## config.mk

```make
export PLATFORM = sky130hd
export DESIGN_NAME = perf_halt_mon
export DESIGN_NICKNAME = d
export VERILOG_FILES = /design/src/rtl/perf_halt_mon.sv
export SDC_FILE = /design/constraint.sdc
export NUM_CORES = 1
export LEC_CHECK = 0
export BUFFER_PORTS_ARGS = -buffer_cell sky130_fd_sc_hd__clkbuf_2
export CORE_MARGIN = 3
export CORE_UTILIZATION = 50
export CTS_BUF_LIST = sky130_fd_sc_hd__clkbuf_16
export CTS_CLUSTER_SIZE = 14
export DETAILED_ROUTE_END_ITERATION = 7
export PLACE_DENSITY_LB_ADDON = 0.1
export SLEW_MARGIN = 20
export SYNTH_ARGS = -nofsm -noshare
export SYNTH_HDL_FRONTEND = slang
export SYNTH_HIERARCHICAL = 1
export SYNTH_SLANG_ARGS = --single-unit
```

## constraint.sdc

```tcl
create_clock -name clk -period 21.9 [get_ports clk]
set_input_delay 4.38 -clock clk [delete_from_list [all_inputs] [get_ports clk]]
set_output_delay 4.38 -clock clk [all_outputs]
set_load 0.005 [all_outputs]
```

## src/rtl/perf_halt_mon.sv

```systemverilog
// sync_fifo: show-ahead FIFO with registered storage; head valid the cycle after a push.
// Latency: push to visible head is 1 cycle; pop takes effect on the accepting edge.
// Backpressure: push_rdy drops when full unless the head is popped in the same cycle.
module sync_fifo #(
  parameter int W     = 64,
  parameter int DEPTH = 8
) (
  input  logic         clk,
  input  logic         rst_n,
  input  logic         push_vld,
  input  logic [W-1:0] push_dat,
  output logic         push_rdy,
  output logic         pop_vld,
  output logic [W-1:0] pop_dat,
  input  logic         pop_rdy
);
  localparam int AW = $clog2(DEPTH);
  localparam logic [AW:0] PTR_ONE = {{AW{1'b0}}, 1'b1};

  logic [W-1:0] mem [DEPTH];
  logic [AW:0]  wptr, rptr;
  logic [W-1:0] last_dat;
  logic         empty, full, do_push, do_pop;

  always_comb begin
    empty    = (wptr == rptr);
    full     = (wptr[AW] != rptr[AW]) && (wptr[AW-1:0] == rptr[AW-1:0]);
    do_pop   = !empty && pop_rdy;
    push_rdy = !full || pop_rdy;
    do_push  = push_vld && push_rdy;
    pop_vld  = !empty;
    // Once drained, keep showing the last head rather than a stale slot.
    pop_dat  = empty ? last_dat : mem[rptr[AW-1:0]];
  end

  always_ff @(posedge clk) begin
    if (!rst_n) begin
      wptr     <= '0;
      rptr     <= '0;
      last_dat <= '0;
    end else begin
      if (do_push) wptr <= wptr + PTR_ONE;
      if (do_pop) begin
        rptr     <= rptr + PTR_ONE;
        last_dat <= mem[rptr[AW-1:0]];
      end
    end
  end

  always_ff @(posedge clk) begin
    if (do_push) mem[wptr[AW-1:0]] <= push_dat;
  end
endmodule

// perf_halt_mon: counts run/stall cycles, captures the halt-store result, traces other stores.
// Latency: halted/result/counters update 1 cycle after the sampled edge; trace entries 1 cycle.
// Backpressure: trace_ready pops the head; stores arriving while the FIFO is full are dropped.
module perf_halt_mon #(
  parameter int                DATA_W      = 32,
  parameter int                CNT_W       = 32,
  parameter logic [DATA_W-1:0] HALT_ADDR   = 32'h0000_7fff,
  parameter int                TRACE_DEPTH = 8
) (
  input  logic              clk,
  input  logic              rst_n,
  input  logic              memwrite,
  input  logic [DATA_W-1:0] daddr,
  input  logic [DATA_W-1:0] wdata,
  input  logic              stall,
  output logic              halted,
  output logic [DATA_W-1:0] result,
  output logic [CNT_W-1:0]  cycle_cnt,
  output logic [CNT_W-1:0]  stall_cnt,
  output logic              trace_valid,
  output logic [DATA_W-1:0] trace_addr,
  output logic [DATA_W-1:0] trace_data,
  input  logic              trace_ready,
  output logic              trace_overflow
);
  typedef enum logic {RUN, HALTED} state_t;
  typedef struct packed {
    logic [DATA_W-1:0] addr;
    logic [DATA_W-1:0] data;
  } trace_t;

  localparam logic [CNT_W-1:0] CNT_ONE = {{(CNT_W-1){1'b0}}, 1'b1};

  state_t state_q, state_d;
  logic   running, halt_hit, push_vld, push_rdy;
  trace_t push_dat, head;

  always_ff @(posedge clk) begin
    if (!rst_n) state_q <= RUN;
    else        state_q <= state_d;
  end

  always_comb begin
    state_d = state_q;
    if (state_q == RUN && halt_hit) state_d = HALTED;
  end

  always_comb begin
    running = (state_q == RUN);
    halted  = (state_q == HALTED);
  end

  always_comb begin
    halt_hit      = memwrite && (daddr == HALT_ADDR);
    push_vld      = running && memwrite && (daddr != HALT_ADDR);
    push_dat.addr = daddr;
    push_dat.data = wdata;
  end

  always_ff @(posedge clk) begin
    if (!rst_n) begin
      result         <= '0;
      cycle_cnt      <= '0;
      stall_cnt      <= '0;
      trace_overflow <= 1'b0;
    end else if (running) begin
      if (!(&cycle_cnt))         cycle_cnt <= cycle_cnt + CNT_ONE;
      if (stall && !(&stall_cnt)) stall_cnt <= stall_cnt + CNT_ONE;
      if (halt_hit)              result    <= wdata;
      if (push_vld && !push_rdy) trace_overflow <= 1'b1;
    end
  end

  sync_fifo #(
    .W     (2 * DATA_W),
    .DEPTH (TRACE_DEPTH)
  ) u_trace_fifo (
    .clk      (clk),
    .rst_n    (rst_n),
    .push_vld (push_vld),
    .push_dat (push_dat),
    .push_rdy (push_rdy),
    .pop_vld  (trace_valid),
    .pop_dat  (head),
    .pop_rdy  (trace_ready)
  );

  always_comb begin
    trace_addr = head.addr;
    trace_data = head.data;
  end
endmodule

```

==> impl_results.md <==
- Status: finished clean
- Final nets: 1986
- Pre-CTS setup slack: 14.48 ns
- Number of synthesized register bits: between 600 and 700
- Fin area: 0.0310 mm2
- ANT nets after route: 0
- Placed inst area: 0.0287 mm2
- Busiest layer in global routing: met2
- Resize count post-CTS: 0
- CTS tree: built
- Die X: 237 um
- Syn Inst Count: 1677
- Worst skew pair latency: 0.59 ns
- Period minus WS final: between 7 and 8 ns
- WP data required: 17.52 ns
- Yosys cell types: 51
- Synthesized net count: between 1500 and 2000
- # IOs: 232
- M2 GR Usage: a little over a third
- CTS root buf: clkbuf_16
- Crit. End Element: primary output
- Area Overhead vs Synth: 15.8%
- Met3 Use GR: 3.62%
- Clock transition at the registers of the reported paths: 0.06 ns
- DR iter-0 viols: 1088
- Static leakage power: around 11 nW
- Mapped cell area: around 0.027 mm2
- Final Hold Viols: 0
- Initial antenna violation count: 1
- Final WL: 59.3 mm
- DIE AREA: 0.0563 mm2
- Placeable Area: 0.0528 mm2
- Post-synth top area cell: edfxtp_1
- Sequential-to-total area share from yosys stat: a little over two thirds
- Total power divided by cell area: 101 mW/mm2
- Slew margin rel.: 30.8%
- Met1 usage: a little under a third
- Syn Area/Cell: about 16 um2
- Synth top cells by count: edfxtp_1 (512), dfxtp_1 (173), a21oi_1 (156), nor2_1 (141), mux4_2 (128)
- Via density: 5.76
- Slew Viols, Final: 0
- CTS Buf Count: 71
- Number of synthesized flops with an enable pin: about 510
- DRC Markers: 0
- R2R Setup Slk: 18.69 ns
- Top FF cell, synth: edfxtp_1
- GRT Util Overall: between 20% and 30%
- Setup WS post-layout: 13.92 ns
- First-pass GRT wire length: 92.5 mm
- Cells on worst reg2reg path: 7
- Hold Path Depth: 1
- Vias in the first global route: roughly 15000
- Largest net degree at the start of global routing: 103
- Top-count cell post-synth: edfxtp_1
- Crit share post-route: 36.5%
- Maximum clock rate: 0.125 GHz
- Final Hold Slack: 0.471 ns
- Total of max-cap violations: 0
- Number of port buffers: approximately 230
- Row count: 84
- Clk buf depth: 3
- Post-synth ARST share: 0%
- Initial Util: 50.7%
- Routed len/inst: 22.3 um
- GP Congestion: around 0.75
- Hold Buf Count CTS: 0
- Peak supply drop: 0.0905 mV
- Synth warn: 6
- CTS sink cnt: 685
- Tightest Pin Transition: 1.04 ns
- CP arrival: 3.60 ns
- Cells taking the most area after synthesis: edfxtp_1 (57%), dfxtp_1 (13%), mux4_2 (11%)
- Setup TNS Final: 0 ns
- Final setup vio count: 0
- Post-CTS Setup Inserts: 0
- CP max FO: 67
- Share of cells above drive strength 1: 26.0%
- WS Path Type: flop to primary output
- Final Skew: 0.0230 ns
- GRT overflow: 0
- Routed vias: 15300
- DR pass1 iterations: 5
- Setup crit start kind: flop
- Detailed placement HPWL: 33.6 mm
- Die height: between 200 and 250 um
- H-tree Lvls: 3
- Worst Hold Class: flop to flop
- RSZ-0062 raised after global routing: false
- Post-synth top area share: a little under three fifths
registers in the layout, summed over array words and instances (netlist names), named ones only:
signal,cells
cycle_cnt,32
u_trace_fifo/wptr,4
stall_cnt,32
u_trace_fifo/last_dat,64
u_trace_fifo/rptr,4
u_trace_fifo/mem,512
result,32
halted,1
trace_overflow,1
final timing paths:
check / from / end
worst min register to register: trace_overflow / trace_overflow
worst max register to register: halted / u_trace_fifo/mem[3][57]
worst min-delay path: trace_overflow / trace_overflow
worst max-delay path: flop / trace_addr[18]
power breakdown:
part | internal (mW) | switching, mW | total (mW) | leakage [nW]
Combinational | 0.209 | 0.270 | 0.479 | 3.39
Sequential | 1.45 | 0.0371 | 1.49 | 6.06
Clock | 0.689 | 0.482 | 1.17 | 1.20
Total | 2.35 | 0.789 | 3.14 | 10.6
cell families (layout without fill, tap and decap cells):
kind of cell / Yosys count / in the layout / synth area share [%]
fa+ha+maj: 4 / 4 / 0.187
flops: 685 / 685 / 70.4
simple gates: 332 / 332 / 6.10
other cells: 0 / 1 / 0
compound gates: 265 / 265 / 5.26
mux: 241 / 241 / 15.0
buf+inv: 114 / 409 / 1.83
xor+xnor: 36 / 36 / 1.23
per-stage QoR:
stage | cells | utilization (%) | total power [mW]
after global placement | 2527 | 54.3 | 1.99
after global routing | 2660 | 58.7 | 3.28
after detailed placement | 2527 | 54.3 | 2.00
final | 2661 | 58.7 | 3.14
after CTS | 2659 | 58.7 | 3.18
after floorplan | 1677 | - | 1.82
cells in the final DEF, fill, tap and decap left out, types with 4 or more instances in the layout:
cell type  instances
mux2i_1          113
nand4_1           37
buf_4             29
clkinv_1          14
nand2_1           42
clkbuf_16         75
edfxtp_1         512
xnor2_1           29
inv_1             35
nor4_2             5
or4_1              4
a21oi_1          155
or3_1             15
o21ai_0           82
ha_1               4
dfxtp_1          170
nor2_1           141
xor2_1             5
nor3_1             9
clkbuf_2         230
a211oi_1           9
clkinv_2          11
nand3_1           22
and3_1             8
mux4_2           128
nor4_1             9
and4_1             5
nand2b_1          15
bufinv_16          6
routing by layer:
metal | vias to the layer above | share of wire, %
li1 | 7017 | -
met5 | - | 0.022
met4 | 2 | 1.7
met3 | 80 | 5.6
met1 | 7778 | 44
met2 | 446 | 49
worst max-delay path, cell delays in order (launching register included):
cell	delay, ns
dfxtp_4	0.99
buf_4	0.92
mux4_2	0.41
mux2i_1	0.32
a21oi_1	0.14
clkbuf_2	0.16
layout make-up:
| class | count | area, um2 |
|---|---|---|
| Clock inverter | 57 | 408 |
| Clock buffer | 75 | 1880 |
| Inverter | 16 | 60.1 |
| Fill cell | 4099 | 21800 |
| Tap cell | 688 | 861 |
| Timing Repair Buffer | 261 | 1400 |
| Antenna cell | 1 | 2.50 |
| Sequential cell | 685 | 18800 |
| Multi-Input combinational cell | 878 | 7530 |
(Power assumes the default switching activity.)
